<file path="src/rtl/uart_pkg.sv">
`default_nettype none
// ============================================================================
// Module      : uart_pkg
// Description : Shared UART receiver types and constants.
// Revision    : 1.0 - initial release
// ============================================================================
package uart_pkg;

    localparam int DATA_BITS        = 8;
    localparam int BAUD_DIV_DEFAULT = 868;
    localparam int TIMER_W          = 16;

    typedef enum logic [2:0] {
        ST_IDLE   = 3'd0,
        ST_START  = 3'd1,
        ST_DATA   = 3'd2,
        ST_PARITY = 3'd3,
        ST_STOP   = 3'd4,
        ST_BREAK  = 3'd5
    } rx_state_t;

endpackage
`default_nettype wire

</file>
<file path="src/rtl/uart_rx_bit_timer.sv">
`default_nettype none
// ============================================================================
// Module      : uart_rx_bit_timer
// Description : Loadable down-counter; expire pulses in the cycle the count is 1.
// Revision    : 1.0 - initial release
// ============================================================================
module uart_rx_bit_timer #(
    parameter int WIDTH = 16
) (
    input  logic             Clk,
    input  logic             reset,
    input  logic             load,
    input  logic [WIDTH-1:0] load_value,
    output logic             expire
);

    logic [WIDTH-1:0] r_count;

    // A load of N produces expire exactly N cycles after the loading cycle.
    always_ff @(posedge Clk or posedge reset) begin
        if (reset) begin
            r_count <= '0;
        end else if (load) begin
            r_count <= load_value;
        end else if (r_count != '0) begin
            r_count <= r_count - WIDTH'(1);
        end
    end

    assign expire = (r_count == WIDTH'(1));

endmodule
`default_nettype wire

</file>
<file path="src/rtl/uart_rx_controller.sv">
`default_nettype none
// ============================================================================
// Module      : uart_rx_controller
// Description : UART receiver with parity/frame checks and a one-deep output slot.
// Revision    : 1.0 - initial release
// ============================================================================
module uart_rx_controller
    import uart_pkg::*;
#(
    parameter int BAUD_DIV   = BAUD_DIV_DEFAULT,
    parameter int PARITY_EN  = 1,
    parameter int PARITY_ODD = 0
) (
    input  logic                 Clk,
    input  logic                 reset,
    input  logic                 rx_in,
    output logic [DATA_BITS-1:0] rx_data_out,
    output logic                 rx_valid_out,
    input  logic                 rx_ready_in,
    output logic                 parity_err_out,
    output logic                 frame_err_out,
    output logic                 overrun_err_out,
    output logic                 busy_out
);

    localparam logic [TIMER_W-1:0] c_half_bit = TIMER_W'(BAUD_DIV / 2);
    localparam logic [TIMER_W-1:0] c_full_bit = TIMER_W'(BAUD_DIV);
    localparam logic               c_odd      = 1'(PARITY_ODD);
    localparam logic [2:0]         c_last_idx = 3'(DATA_BITS - 1);

    rx_state_t              r_state;
    rx_state_t              w_next_state;
    logic [1:0]             r_sync;
    logic                   w_rxs;
    logic [2:0]             r_bit_idx;
    logic [DATA_BITS-1:0]   r_shift;
    logic                   r_par_err;
    logic                   w_timer_load;
    logic [TIMER_W-1:0]     w_timer_value;
    logic                   w_expire;
    logic                   w_sample_data;
    logic                   w_sample_par;
    logic                   w_complete;
    logic                   w_slot_free;

    assign w_rxs    = r_sync[1];
    assign busy_out = (r_state != ST_IDLE);

    uart_rx_bit_timer #(
        .WIDTH      (TIMER_W)
    ) u_bit_timer (
        .Clk        (Clk),
        .reset      (reset),
        .load       (w_timer_load),
        .load_value (w_timer_value),
        .expire     (w_expire)
    );

    always_ff @(posedge Clk or posedge reset) begin
        if (reset) begin
            r_state <= ST_IDLE;
        end else begin
            r_state <= w_next_state;
        end
    end

    always_comb begin
        w_next_state  = r_state;
        w_timer_load  = 1'b0;
        w_timer_value = c_full_bit;
        w_sample_data = 1'b0;
        w_sample_par  = 1'b0;
        w_complete    = 1'b0;
        case (r_state)
            ST_IDLE: begin
                if (!w_rxs) begin
                    w_next_state  = ST_START;
                    w_timer_load  = 1'b1;
                    w_timer_value = c_half_bit;
                end
            end
            ST_START: begin
                if (w_expire) begin
                    if (!w_rxs) begin
                        w_next_state = ST_DATA;
                        w_timer_load = 1'b1;
                    end else begin
                        w_next_state = ST_IDLE;
                    end
                end
            end
            ST_DATA: begin
                if (w_expire) begin
                    w_sample_data = 1'b1;
                    w_timer_load  = 1'b1;
                    if (r_bit_idx == c_last_idx) begin
                        w_next_state = (PARITY_EN != 0) ? ST_PARITY : ST_STOP;
                    end
                end
            end
            ST_PARITY: begin
                if (w_expire) begin
                    w_sample_par = 1'b1;
                    w_timer_load = 1'b1;
                    w_next_state = ST_STOP;
                end
            end
            ST_STOP: begin
                if (w_expire) begin
                    w_complete   = 1'b1;
                    w_next_state = w_rxs ? ST_IDLE : ST_BREAK;
                end
            end
            ST_BREAK: begin
                if (w_rxs) begin
                    w_next_state = ST_IDLE;
                end
            end
            default: w_next_state = ST_IDLE;
        endcase
    end

    // A byte being consumed in the completion cycle frees the slot for the new one.
    assign w_slot_free = !rx_valid_out || rx_ready_in;

    always_ff @(posedge Clk or posedge reset) begin
        if (reset) begin
            r_sync          <= 2'b11;
            r_bit_idx       <= '0;
            r_shift         <= '0;
            r_par_err       <= 1'b0;
            rx_data_out     <= '0;
            rx_valid_out    <= 1'b0;
            parity_err_out  <= 1'b0;
            frame_err_out   <= 1'b0;
            overrun_err_out <= 1'b0;
        end else begin
            r_sync <= {r_sync[0], rx_in};

            if (w_sample_data) begin
                r_bit_idx <= r_bit_idx + 3'd1;
                r_shift   <= {w_rxs, r_shift[DATA_BITS-1:1]};
            end else if (r_state == ST_START) begin
                r_bit_idx <= '0;
            end

            if (w_sample_par) begin
                r_par_err <= ((^r_shift) ^ w_rxs) != c_odd;
            end

            overrun_err_out <= w_complete && !w_slot_free;

            if (w_complete && w_slot_free) begin
                rx_data_out    <= r_shift;
                rx_valid_out   <= 1'b1;
                parity_err_out <= (PARITY_EN != 0) && r_par_err;
                frame_err_out  <= !w_rxs;
            end else if (rx_valid_out && rx_ready_in) begin
                rx_valid_out   <= 1'b0;
                parity_err_out <= 1'b0;
                frame_err_out  <= 1'b0;
            end
        end
    end

endmodule
`default_nettype wire

</file>
<file path="config.mk">
export PLATFORM = sky130hd
export DESIGN_NAME = uart_rx_controller
export DESIGN_NICKNAME = d
export VERILOG_FILES = /design/src/rtl/uart_pkg.sv /design/src/rtl/uart_rx_bit_timer.sv /design/src/rtl/uart_rx_controller.sv
export SDC_FILE = /design/constraint.sdc
export NUM_CORES = 1
export LEC_CHECK = 0
export CORE_ASPECT_RATIO = 0.75
export CORE_MARGIN = 2
export CORE_UTILIZATION = 45
export CTS_CLUSTER_DIAMETER = 40
export CTS_CLUSTER_SIZE = 16
export DETAILED_ROUTE_END_ITERATION = 7
export MAX_ROUTING_LAYER = met4
export PLACE_DENSITY_LB_ADDON = 0.3
export SLEW_MARGIN = 40
export SYNTH_ARGS = -nofsm -noshare
export SYNTH_HDL_FRONTEND = slang
export SYNTH_HIERARCHICAL = 1
export SYNTH_SLANG_ARGS = --single-unit
export TNS_END_PERCENT = 50
</file>
<file path="constraint.sdc">
create_clock -name Clk -period 6.31 [get_ports Clk]
set_clock_uncertainty 0.15 [all_clocks]
set_input_delay 0.9465 -clock Clk [delete_from_list [all_inputs] [get_ports Clk]]
set_output_delay 0.9465 -clock Clk [all_outputs]
set_load 0.01 [all_outputs]
</file>
Word-level counts from Yosys, hierarchy flattened
Cells that the tools add are included.

word-level totals
  register bits = 45
  latch bits = 0
  memory bits (writable) = 0
  memory bits (read-only) = 0
  input port bits = 4
  output and inout port bits = 13
  word-level logic and storage cells = 71
  memories = 0

cells by class
  $add $sub $neg = 2
  $mul = 0
  divide/modulo/power cells = 0
  $lt $le $gt $ge = 0
  equality and inequality tests = 14
  shift operators = 0
  muxes and demuxes = 27
  bitwise gates (word level) = 1
  reduce and logical (&&, ||, !) cells = 16

operator list
  cell                   number
  $mux 16                2
  $mux 3                 10
  $mux 10                2
  $pmux 3 s6             1
  $eq 16x1->1 const B    1
  $reduce_bool 16->1     1
  $sub 16x1->16 const B  1
  $mux 1                 10
  $eq 3x3->1 const B     3
  $ne 2x1->1 const B     4
  $reduce_xor 8->1       1
  $reduce_and 7->1       1
  $eq 3x2->1 const B     2
  $ne 2x2->1 const B     3
  $reduce_bool 2->1      3
  $add 3x1->3 const B    1
  $eq 3x1->1 const B     1
  $logic_and 1x1->1      3
  $logic_not 1->1        3
  $logic_not 3->1        1
  $pmux 1 s3             1
  $reduce_bool 3->1      1
  $mux 2                 1
  $reduce_or 2->1        1
  2 further kinds        2

Logic depth before layout (Yosys ltp)
Gate-level depths: netlist of run 1.

  word-level depth = 5
  mapped depth = 10
  mapped depth without buffers = 8

Cells and area by module
The synthesis of run 1 kept the hierarchy.

modules (own cells, without submodules)
  module              instances  cells each  area each (sq um)  sequential area each (sq um)
  uart_rx_controller  1          109         1,322.5            728.2
  uart_rx_bit_timer   1          107         1,007.2            400.4

Worst setup path after synthesis of run 1
OpenSTA, ideal clock, no wires.

  path type = register to register
  start = register u_bit_timer.r_count[4]
  end = register u_bit_timer.r_count[12]
  library setup time = 142 ps
  arrival = 2,679 ps
  data required time = 6,018 ps
  path slack = 3,339 ps
  stages on the path, launching flop included = 11
  path buffers = 3
  clock period less this slack = 2,971 ps
  cells stage by stage = dfrtp_1 > nor4_4 > nand4_1 > nor4b_1 > clkbuf_1 > o21a_1 > clkbuf_1 > inv_1 > clkbuf_1 > nor2_1 > a31oi_1

on the way
  cells in the longest elaborated chain, start to end = 4
  elaborated cells on any way between the ends = 9
  classes of those cells = add/sub (1); eq/ne (1); mux (5); reduce/logical (2)

RTL lines
  element                                       line                                                                           RTL
  start, declared                               uart_rx_bit_timer.sv:17                                                        logic [WIDTH-1:0] r_count;
  start signal, assigned                        uart_rx_bit_timer.sv:24                                                        r_count <= load_value;
  start signal, assigned                        uart_rx_bit_timer.sv:26                                                        r_count <= r_count - WIDTH'(1);
  $eq 16x1->1 *                                 uart_rx_bit_timer.sv:30                                                        assign expire = (r_count == WIDTH'(1));
  via w_expire                                  uart_rx_controller.sv:40                                                       logic w_expire;
  $mux 1, on equally long branches              uart_rx_controller.sv:93, uart_rx_controller.sv:102, uart_rx_controller.sv:83
  $pmux 1 s3 *                                  uart_rx_controller.sv:74                                                       case (r_state)
  via w_timer_load                              uart_rx_controller.sv:38                                                       logic w_timer_load;
  $mux 16 or $reduce_bool 2->1 (tied branches)  n/a

The timed path passes the listed nets; every way through them passes the cells marked *. The select of a mux whose other input is x is not followed.
A chain may end at the register's enable or synchronous reset.

Final worst setup path of run 1
  start = register u_bit_timer.r_count[9]
  end = register u_bit_timer.r_count[3]

Same word-level chain as after synthesis.

==> key figures, run 1 <==
GRT
  • GR Overflow Total: 0
  • First-pass GRT wire length: 7620 µm
  • Vias in the first global route: 1550
  • Initial antenna violation count: 0
  • GR Util All Layers: 0.176
  • Largest net degree at the start of global routing: 30

Layout
  • # fillers: 436
  • Final net count: 248
  • Antenna Cells: 0
  • FF/Latch Area: 1130 µm²
  • Layout area overhead: 13.9%
  • Share of layout cells above drive strength 1: 0.166
  • Multi-input gate area in the final layout: 1160 µm²
  • Most common cell after layout, fill and taps aside: dfrtp_1
  • Highest-count cells in the layout ignoring fill and taps: dfrtp_1, nand2_1, mux2_2, clkdlybuf4s50_1, o21ai_0

Timing
  • Worst rel slew slack: 0.538
  • Fin. Hold Viols: 0
  • Final setup fails: 0
  • Period Utilization, post-route: 0.510
  • Minimum clock period: 3220 ps
  • Worst-Margin Slew: 688 ps
  • Maximum clock rate: 0.311 GHz
  • Unrepaired setup endpoints after global routing: false
  • Final max-slew violation count: 0
  • Setup TNS: 0 ps

Yosys
  • Synthesized flop and latch total: 45
  • Post-synth ARST share: 1.00
  • Seq/Total Area, Yosys: 0.484
  • Post-Syn Area: 2330 µm²
  • Mean Syn Cell Area: 10.8 µm²
  • Post-synth EDFFs: 0
  • Synth unique cells: 51
  • YS warnings: 6
  • Syn Inst Count: 216
  • Top_reg_cell synth: dfrtp_1

Die
  • Starting Density: 0.473
  • Site Rows: 22
  • Die footprint: 5770 µm²
  • # IOs: 17
  • Die Y: 66.3 µm
  • Die Wd: 87.1 µm
  • Core footprint: 4930 µm²

Worst setup path
  • CP Cell Sequence: nor3_1 -> nand4_1 -> nor4b_2 -> buf_4 -> o21a_1 -> inv_1 -> mux2_2
  • Buf/Inv on CP: 2
  • CP arrival: 3260 ps
  • Crit-path leading delay family: simple AND/OR/NAND/NOR gates
  • Slowest cell on the critical path: nor3_1
  • Worst path max stage delay: 600 ps
  • Required time of the critical path: 6350 ps
  • Startpoint types: flop
  • Kind of critical path: reg2reg
  • Worst Path Max Fanout: 19
  • Setup crit end kind: flop

Drt
  • Vias after detailed routing: 1578
  • Drt first pass iters: 4
  • Final ANT Viol Nets: 0
  • Vias per cell: 5.24
  • Initial DRC count: 139
  • DR DRC count: 0
  • Wire per inst: 14.0 µm
  • WL final: 4210 µm

Place
  • Final RePlAce weighted congestion: 0.815
  • # port buffers: 16
  • Post-DP HPWL: 3000 µm

Outcome
  • Outcome: finished, final reports clean

Clock tree
  • Clock Path Buffers: 2
  • Setup repair bufs after CTS: 0
  • H-tree lvl count: 2
  • CTS sink cnt: 45
  • Clock Pin Slew Worst Setup and Hold Paths: 90 ps
  • CTS tree: done
  • Clk_lat worst skew: 300 ps
  • Hold Buf Count CTS: 0
  • Post-cts sizing count: 0
  • Root Driver: clkbuf_8
  • Clock buffers created by TritonCTS: 5

Run
  • Max cap viols: 0

Power and ir drop
  • Total power: 679 µW
  • Power density over the cells: 256 nW/µm²
  • Worst vdd ir: 0.117 mV
  • Leakage power: 1.16 nW

Hold path
  • HP Class: reg2reg
[sequential cells by signal (all words and copies together) (netlist names), 2 cells and up]
name / cells
u_bit_timer/r_count: 16
r_sync: 2
r_shift: 8
rx_data_out: 8
r_bit_idx: 3
r_state: 3
[logic make-up (layout without fill, tap and decap cells)]
group | after synthesis | in the layout | synth area share
AND/OR/NAND/NOR | 70 | 70 | 0.178
flip-flops | 45 | 45 | 0.484
AO/OA/AOI/OAI | 43 | 43 | 0.118
multiplexers | 21 | 21 | 0.102
buffers and inverters | 17 | 34 | 0.0344
XOR/XNOR | 14 | 14 | 0.0585
adder cells (fa/ha/maj) | 4 | 4 | 0.0215
other | 2 | 10 | 0.00322
[synth_stat cells, drive strengths merged (2+ instances only)]
cell / count / area (µm²)
xnor2: 7 / 61.3
nand2b: 2 / 12.5
a21oi: 7 / 35.0
o21ai: 15 / 75.1
or3: 2 / 12.5
inv: 9 / 33.8
a2bb2oi: 2 / 17.5
mux2: 18 / 206
nand3: 4 / 25.0
dfstp: 2 / 52.6
nor3: 2 / 10.0
conb: 2 / 7.51
nand3b: 2 / 15.0
buf: 3 / 27.5
mux2i: 3 / 30.0
o31ai: 6 / 45.0
a32oi: 2 / 17.5
o21a: 2 / 15.0
a31oi: 4 / 25.0
ha: 4 / 50.1
nor2b: 3 / 18.8
nand2: 25 / 101
clkbuf: 5 / 18.8
nor4: 5 / 67.6
nor2: 13 / 51.3
xor2: 6 / 52.6
dfrtp: 43 / 1080
nand4: 4 / 25.0
[final timing paths]
| kind | startpoint | end | slack [ps] | depth (start not counted) |
|---|---|---|---|---|
| max reg2reg | u_bit_timer/r_count[9] | u_bit_timer/r_count[3] | 3090 | 7 |
| min | r_sync[0] | r_sync[1] | 210 | 0 |
| min reg2reg | r_sync[0] | r_sync[1] | 210 | 0 |
| max in group asynchronous | reset | u_bit_timer/r_count[0] | 4670 | 2 |
| max | u_bit_timer/r_count[9] | u_bit_timer/r_count[3] | 3090 | 7 |
| min in group asynchronous | reset | rx_data_out[3] | 910 | 2 |
[through the flow]
step / utilization / setup WS, ps / cell area [µm²] / cells / hold WS (ps)
3_3_place_gp: 0.520 / 3240 / 2560 / 293 / 196
4_1_cts: 0.538 / 3080 / 2650 / 301 / 210
3_5_place_dp: 0.520 / 3090 / 2560 / 293 / 197
2_1_floorplan: - / 3340 / 2360 / 224 / 195
5_1_grt: 0.538 / 2710 / 2650 / 301 / 218
6_report: 0.538 / 3090 / 2650 / 301 / 208
[layout make-up]
cell class,instances,area share
Sequential cell,45,0.425
Timing Repair Buffer,17,0.0632
Clock buffer,5,0.0259
Tap cell,60,0.0283
Clock inverter,3,0.00802
Inverter,9,0.0127
Multi-Input combinational cell,162,0.436
[report_power, final]
| group | leakage, nW | switching (mW) | total, mW | internal [mW] |
|---|---|---|---|---|
| clock | 0.0445 | 0.101 | 0.179 | 0.0786 |
| combinational | 0.529 | 0.0611 | 0.116 | 0.0550 |
| sequential | 0.583 | 0.0587 | 0.383 | 0.325 |
[worst reg2reg max path: stages, from the launching register on]
cell	delay, ps
dfrtp_1	420
nor3_1	600
nand4_1	210
nor4b_2	280
buf_4	220
o21a_1	520
inv_1	360
mux2_2	350
[routing by layer]
metal | wire [µm] | global-route usage | share of wire | vias up
met5 | 0 | - | 0 | -
met4 | 54 | 0.0527 | 0.013 | 0
met3 | 110 | 0.0350 | 0.026 | 5
met2 | 1680 | 0.242 | 0.40 | 24
met1 | 2360 | 0.259 | 0.56 | 743
li1 | - | - | - | 806
Note: power is estimated with default switching activity, not from simulation.
==> run 2: changes to the inputs <==
Clock period 6.31 ns to 3.4 ns, I/O delays scaled along.
==> key figures, run 2 (same netlist as run 1, synthesis figures left out) <==
Outcome
  • Outcome: finished, final reports clean (unchanged)

Layout
  • Most common cell after layout, fill and taps aside: dfrtp_1 (unchanged)
  • Final Cell Area: 2720 µm² (was 2650 µm²)
  • Layout area overhead: 16.7% (was 13.9%)
  • Largest regs: u_bit_timer/r_count: 16 flops, r_shift: 8 flops, rx_data_out: 8 flops (unchanged)
  • Utilization after layout: 0.552 (was 0.538)
  • Max reg flops: 16 (unchanged)
  • Biggest register: u_bit_timer/r_count (unchanged)
  • Final cell count without fillers: 304 (was 301)
  • # fillers: 429 (was 436)
  • Highest-count cells in the layout ignoring fill and taps: dfrtp_1, nand2_1, mux2_2, clkdlybuf4s50_1, o21ai_0 (unchanged)
  • Antenna Cells: 0 (unchanged)
  • Share of layout cells above drive strength 1: 0.172 (was 0.166)
  • Final net count: 251 (was 248)

Worst setup path
  • Setup crit end kind: flop (unchanged)
  • CP Cell Sequence: nor4_4 -> nand4_1 -> nor4b_2 -> buf_4 -> a21oi_1 -> or2_2 -> a22o_1 (was nor3_1 -> nand4_1 -> nor4b_2 -> buf_4 -> o21a_1 -> inv_1 -> mux2_2)
  • CP arrival: 2750 ps (was 3260 ps)
  • Critical path origin: u_bit_timer/r_count[4] (was u_bit_timer/r_count[9])
  • Startpoint types: flop (unchanged)
  • R2R cell count: 7 (unchanged)
  • Kind of critical path: reg2reg (unchanged)
  • Worst Path Max Fanout: 10 (was 19)
  • Slowest cell on the critical path: nor4_4 (was nor3_1)
  • Required time of the critical path: 3450 ps (was 6350 ps)
  • Reg-to-reg startpoint: u_bit_timer/r_count[4] (was u_bit_timer/r_count[9])
  • Critical path depth: 7 (unchanged)
  • Buf/Inv on CP: 1 (was 2)
  • Crit-path leading delay family: simple AND/OR/NAND/NOR gates (unchanged)
  • Worst path max stage delay: 550 ps (was 600 ps)

Timing
  • Hold Worst Slack: 210 ps (was 208 ps)
  • Setup TNS: 0 ps (unchanged)
  • Final max-slew violation count: 0 (unchanged)
  • Final Worst Setup Slack: 701 ps (was 3090 ps)
  • Minimum clock period: 2700 ps (was 3220 ps)
  • Period Utilization, post-route: 0.794 (was 0.510)
  • Maximum clock rate: 0.371 GHz (was 0.311 GHz)
  • Worst rel slew slack: 0.577 (was 0.538)
  • Final setup fails: 0 (unchanged)
  • Unrepaired setup endpoints after global routing: false (unchanged)
  • Fin. Hold Viols: 0 (unchanged)
  • Worst-Margin Slew: 634 ps (was 688 ps)

GRT
  • Largest net degree at the start of global routing: 30 (unchanged)
  • GR Util All Layers: 0.172 (was 0.176)
  • Initial antenna violation count: 0 (unchanged)
  • GR Overflow Total: 0 (unchanged)
  • First-pass GRT wire length: 7310 µm (was 7620 µm)
  • Vias in the first global route: 1544 (was 1550)

Die
  • Die Y: 66.3 µm (unchanged)
  • Site Rows: 22 (unchanged)
  • Core footprint: 4930 µm² (unchanged)
  • # IOs: 17 (unchanged)
  • Starting Density: 0.473 (unchanged)
  • Die footprint: 5770 µm² (unchanged)
  • Die Wd: 87.1 µm (unchanged)

Drt
  • Met3 wire length: 153 µm (was 110 µm)
  • Initial DRC count: 80 (was 139)
  • Top Metal Used: met4 (unchanged)
  • Final ANT Viol Nets: 0 (unchanged)
  • WL final: 4110 µm (was 4210 µm)
  • Routed met1 length: 2230 µm (was 2360 µm)
  • Routed wl met2: 1650 µm (was 1680 µm)
  • Vias after detailed routing: 1607 (was 1578)
  • Vias per cell: 5.29 (was 5.24)
  • Drt first pass iters: 4 (unchanged)
  • DR DRC count: 0 (unchanged)
  • Wire per inst: 13.5 µm (was 14.0 µm)

Clock tree
  • Clock Path Buffers: 2 (unchanged)
  • Clock Pin Slew Worst Setup and Hold Paths: 80 ps (was 90 ps)
  • Post-cts sizing count: 0 (unchanged)
  • Clk_lat worst skew: 300 ps (about the same)
  • CTS sink cnt: 45 (unchanged)
  • Root Driver: clkbuf_8 (unchanged)
  • CTS tree: done (unchanged)
  • Clock buffers created by TritonCTS: 5 (unchanged)
  • Setup repair bufs after CTS: 0 (unchanged)
  • H-tree lvl count: 2 (unchanged)
  • Hold Buf Count CTS: 0 (unchanged)

Place
  • Dpl cell area: 2580 µm² (was 2560 µm²)
  • # port buffers: 16 (unchanged)
  • Cell total after placement: 296 (was 293)
  • DP Worst Slack: 717 ps (was 3090 ps)
  • Post-DP HPWL: 2800 µm (was 3000 µm)
  • Final RePlAce weighted congestion: 0.786 (was 0.815)

Hold path
  • HP Start: r_sync[0] (unchanged)
  • Hold path cells: 0 (unchanged)
  • HP Class: reg2reg (unchanged)

Power and ir drop
  • Switching pwr: 406 µW (was 221 µW)
  • Pint: 1.01 mW (was 458 µW)
  • Sw frac: 0.288 (was 0.325)
  • Power density over the cells: 519 nW/µm² (was 256 nW/µm²)
  • Total power: 1.41 mW (was 679 µW)
  • Sequential power share: 0.504 (was 0.565)
  • Worst vdd ir: 0.280 mV (was 0.117 mV)
  • Clock Power Share: 0.337 (was 0.264)
  • Comb pwr share: 0.159 (was 0.171)
  • Leakage power: 1.20 nW (was 1.16 nW)

Run
  • Max cap viols: 0 (unchanged)
==> run 2: cell types whose count changed in the layout (fill, tap and decap cells not counted), sizes merged <==
cell,change
buf,+3
inv,-1
clkinvlp,-1
bufinv,+2
==> run 2: per-layer routing <==
layer / vias up / global-route usage
li1: 815 / -
met1: 769 / 0.253
met2: 18 / 0.219
met3: 5 / 0.0524
met4: 0 / 0.0645
met5: - / -
==> run 2: worst paths after layout <==
path,endpoint,slack (ps)
worst max-delay path,r_bit_idx[0],700
worst min-delay path,r_sync[1],210
worst max register to register,r_bit_idx[0],700
worst min register to register,r_sync[1],210
max in group asynchronous,u_bit_timer/r_count[3],2220
min in group asynchronous,rx_data_out[4],450
==> run 2: power groups by stage <==
| stage | clock network (mW) | registers, mW | logic, mW |
|---|---|---|---|
| 3_3_place_gp | 0 | 0.716 | 0.217 |
| 4_1_cts | 0.488 | 0.709 | 0.226 |
| 2_1_floorplan | 0 | 0.695 | 0.176 |
| 6_report | 0.476 | 0.711 | 0.224 |
| 5_1_grt | 0.512 | 0.725 | 0.261 |
| 3_5_place_dp | 0 | 0.717 | 0.224 |
==> run 2: final cells by class <==
class / instances / area [µm²] / area share
flip-flops and latches: 45 / 1130 / 0.415
clock inverters: 3 / 65.1 / 0.0239
inverters: 9 / 33.8 / 0.0124
multi-input cells: 162 / 1160 / 0.426
repair buffers: 20 / 190 / 0.0699
well taps: 60 / 75.1 / 0.0276
clock buffers: 5 / 68.8 / 0.0253
==> run 2: worst reg2reg max path: cells and delay by family, from the launching register on <==
kind | cells | cell delay [ps]
flops | 1 | 450
buf+inv | 1 | 240
compound gates | 2 | 300
simple gates | 4 | 1460
==> RTL edit: new RTL, config.mk and constraints of run 2 <==
`TIMER_W`: 16 -> 24.
--- a/src/rtl/uart_pkg.sv
+++ b/src/rtl/uart_pkg.sv
@@ -8,7 +8,7 @@
 
     localparam int DATA_BITS        = 8;
     localparam int BAUD_DIV_DEFAULT = 868;
-    localparam int TIMER_W          = 16;
+    localparam int TIMER_W          = 24;
 
     typedef enum logic [2:0] {
         ST_IDLE   = 3'd0,
Behaviour: same outputs for any inputs over 10 cycles, from zero or initial values and one cycle with reset high; that may be too few to reach the edited logic, so the function may still have changed.
==> RTL edit against run 2 <==
Worst setup slack got worse by 0.25 ns; sequential cell count increased by 8; design area increased by 19%; total power increased by 2.4%; routed wire length increased by 32%; synthesized area increased by 20%; critical endpoint is now rx_data_out[7]$_DFFE_PP0N_.
==> RTL edit: results (changes against run 2) <==
route:
  wl_um: 5420  # was 4110 um
  drt_iter0_markers: 150  # was 80
  via_count: 2083  # was 1607
  drt_first_pass_iters: 4  # unchanged
global_route:
  grt_pass1_wl_um: 9310  # was 7310 um
  grt_max_degree: 43  # was 30
  antenna_found_initial: 0  # unchanged
  grt_pass1_vias: 1933  # was 1544
  grtUsageTotal_pct: 17.7  # was 17.2%
outcome:
  status: "completed"  # unchanged
timing:
  hold_viol: 0  # unchanged
  worst_slew_pin_slew_ns: 0.717  # was 0.634 ns
finish:
  antenna_cells: 0  # unchanged
  layout-drive-gt1-share_pct: 15.9  # was 17.2%
  layout.nets: 323  # was 251
  reg_top3: "u_bit_timer/r_count (24), r_shift (8), rx_data_out (8)"  # was u_bit_timer/r_count (16), r_shift (8), rx_data_out (8)
clocking:
  clkLatencyLatePin_ns: 0.30  # about the same
  cts_buffer_depth: 2  # unchanged
  cts_buffers: 5  # unchanged
  cts_root_buf: "clkbuf_8"  # unchanged
  clk_pin_slew_ns: 0.10  # was 0.08 ns
  post-cts-setup-buffer-count: 0  # unchanged
  cts_resized: 0  # unchanged
  h-tree-depth: 2  # unchanged
setup_path:
  cp_max_fo: 12  # was 10
  start_kind: "flip-flop"  # unchanged
  r2r-start: "u_bit_timer/r_count[19]$_DFFE_PP0P_"  # was u_bit_timer/r_count[4]$_DFFE_PP0P_
  arrival_ns: 3.00  # was 2.75 ns
synth:
  synthTopCellsByArea: "dfrtp_1 (46%), mux2_2 (5.6%), nand2_1 (3.6%), nor2_1 (3.2%), o21ai_0 (3.0%)"  # was dfrtp_1 (46%), mux2_2 (7.7%), nand2_1 (3.9%), o21ai_0 (3.0%), xnor2_1 (2.6%)
  yosysSeqAreaShare_pct: 47.6  # was 48.4%
  synthArstFlopShare_pct: 100  # unchanged
  synth_ff_type: "dfrtp_1"  # unchanged
  yosys_warnings: 6  # unchanged
  synthTopCellsByCount: "dfrtp_1 (51), nand2_1 (27), nor2_1 (24)"  # was dfrtp_1 (43), nand2_1 (24), mux2_2 (16)
  ys_types: 56  # was 51
hold_path:
  hp-start: "r_sync[0]$_DFF_PP1_"  # unchanged
  hp-class: "reg -> reg"  # unchanged
placement:
  gp_congestion: 0.746  # was 0.786
  post-dp-hpwl_um: 3680  # was 2800 um
  placedInstanceArea_mm2: 0.00311  # was 0.00258 mm^2
  portBuffers: 16  # unchanged
power_and_ir_drop:
  power.leakage_uw: 0.00143  # was 0.00120 uW
  ir_worst_vdd_uv: 260  # was 280 uV
## RTL edit: cell types whose count changed after synthesis, sizes merged, moves of 3 or more
cell,delta
o31ai,-4
nor2,+12
a211oi,+7
or3,+3
a21oi,+4
o21ai,+3
a311oi,+3
dfrtp,+8
nand2,+3
nor3,+14
nand3,-3
## RTL edit: metal layers
layer,part of all wire [%],global-route usage [%]
met1,54,28.1
met2,43,22.9
met3,2.7,3.12
met4,0.74,5.15
met5,0,-
## RTL edit: cell type report
| cell class | count | area, um^2 |
|---|---|---|
| fillers | 525 | 2680 |
| multi-input cells | 220 | 1430 |
| flip-flops and latches | 53 | 1330 |
| repair buffers | 23 | 213 |
| well taps | 78 | 97.6 |
| clock buffers | 5 | 68.8 |
| clock inverters | 3 | 65.1 |
| inverters | 11 | 41.3 |
## RTL edit: worst max-delay path, cell delays in order (launching register included)
cell and delay (ns):
dfrtp_1 0.40, or4_4 0.57, or4_4 0.47, nor3_1 0.29
buf_4 0.23, and4bb_2 0.29, nand2_4 0.11, mux2_1 0.33
## RTL edit: logic make-up after synthesis
logic type	share of synthesized area (%)
flops	47.6
fa+ha+maj	2.24
mux	6.94
xor+xnor	5.19
buf+inv	3.76
compound gates	13.8
other cells	0.269
simple gates	20.2
## RTL edit: worst paths after layout
check,to,cells after the start,slack [ns]
worst min register to register,r_sync[1]$_DFF_PP1_,0,0.21
worst max register to register,rx_data_out[7]$_DFFE_PP0N_,7,0.45
worst min-delay path,r_sync[1]$_DFF_PP1_,0,0.21
max in group asynchronous,u_bit_timer/r_count[1]$_DFFE_PP0P_,2,2.29
min in group asynchronous,u_bit_timer/r_count[13]$_DFFE_PP0P_,2,0.44
worst max-delay path,rx_data_out[7]$_DFFE_PP0N_,7,0.45
## RTL edit: power by group
| group | switching (uW) | internal [uW] |
|---|---|---|
| Combinational | 98.9 | 87.4 |
| Clock | 208 | 293 |
| Sequential | 74.0 | 685 |
| Total | 381 | 1070 |
## RTL edit: stage by stage
step / hold WS [ns] / cells / setup slack, ns
floorplan: 0.195 / 296 / 0.297
global placement: 0.196 / 385 / 0.562
detailed placement: 0.199 / 385 / 0.480
CTS: 0.213 / 393 / 0.462
global route: 0.215 / 393 / 0.252
finish: 0.212 / 393 / 0.449
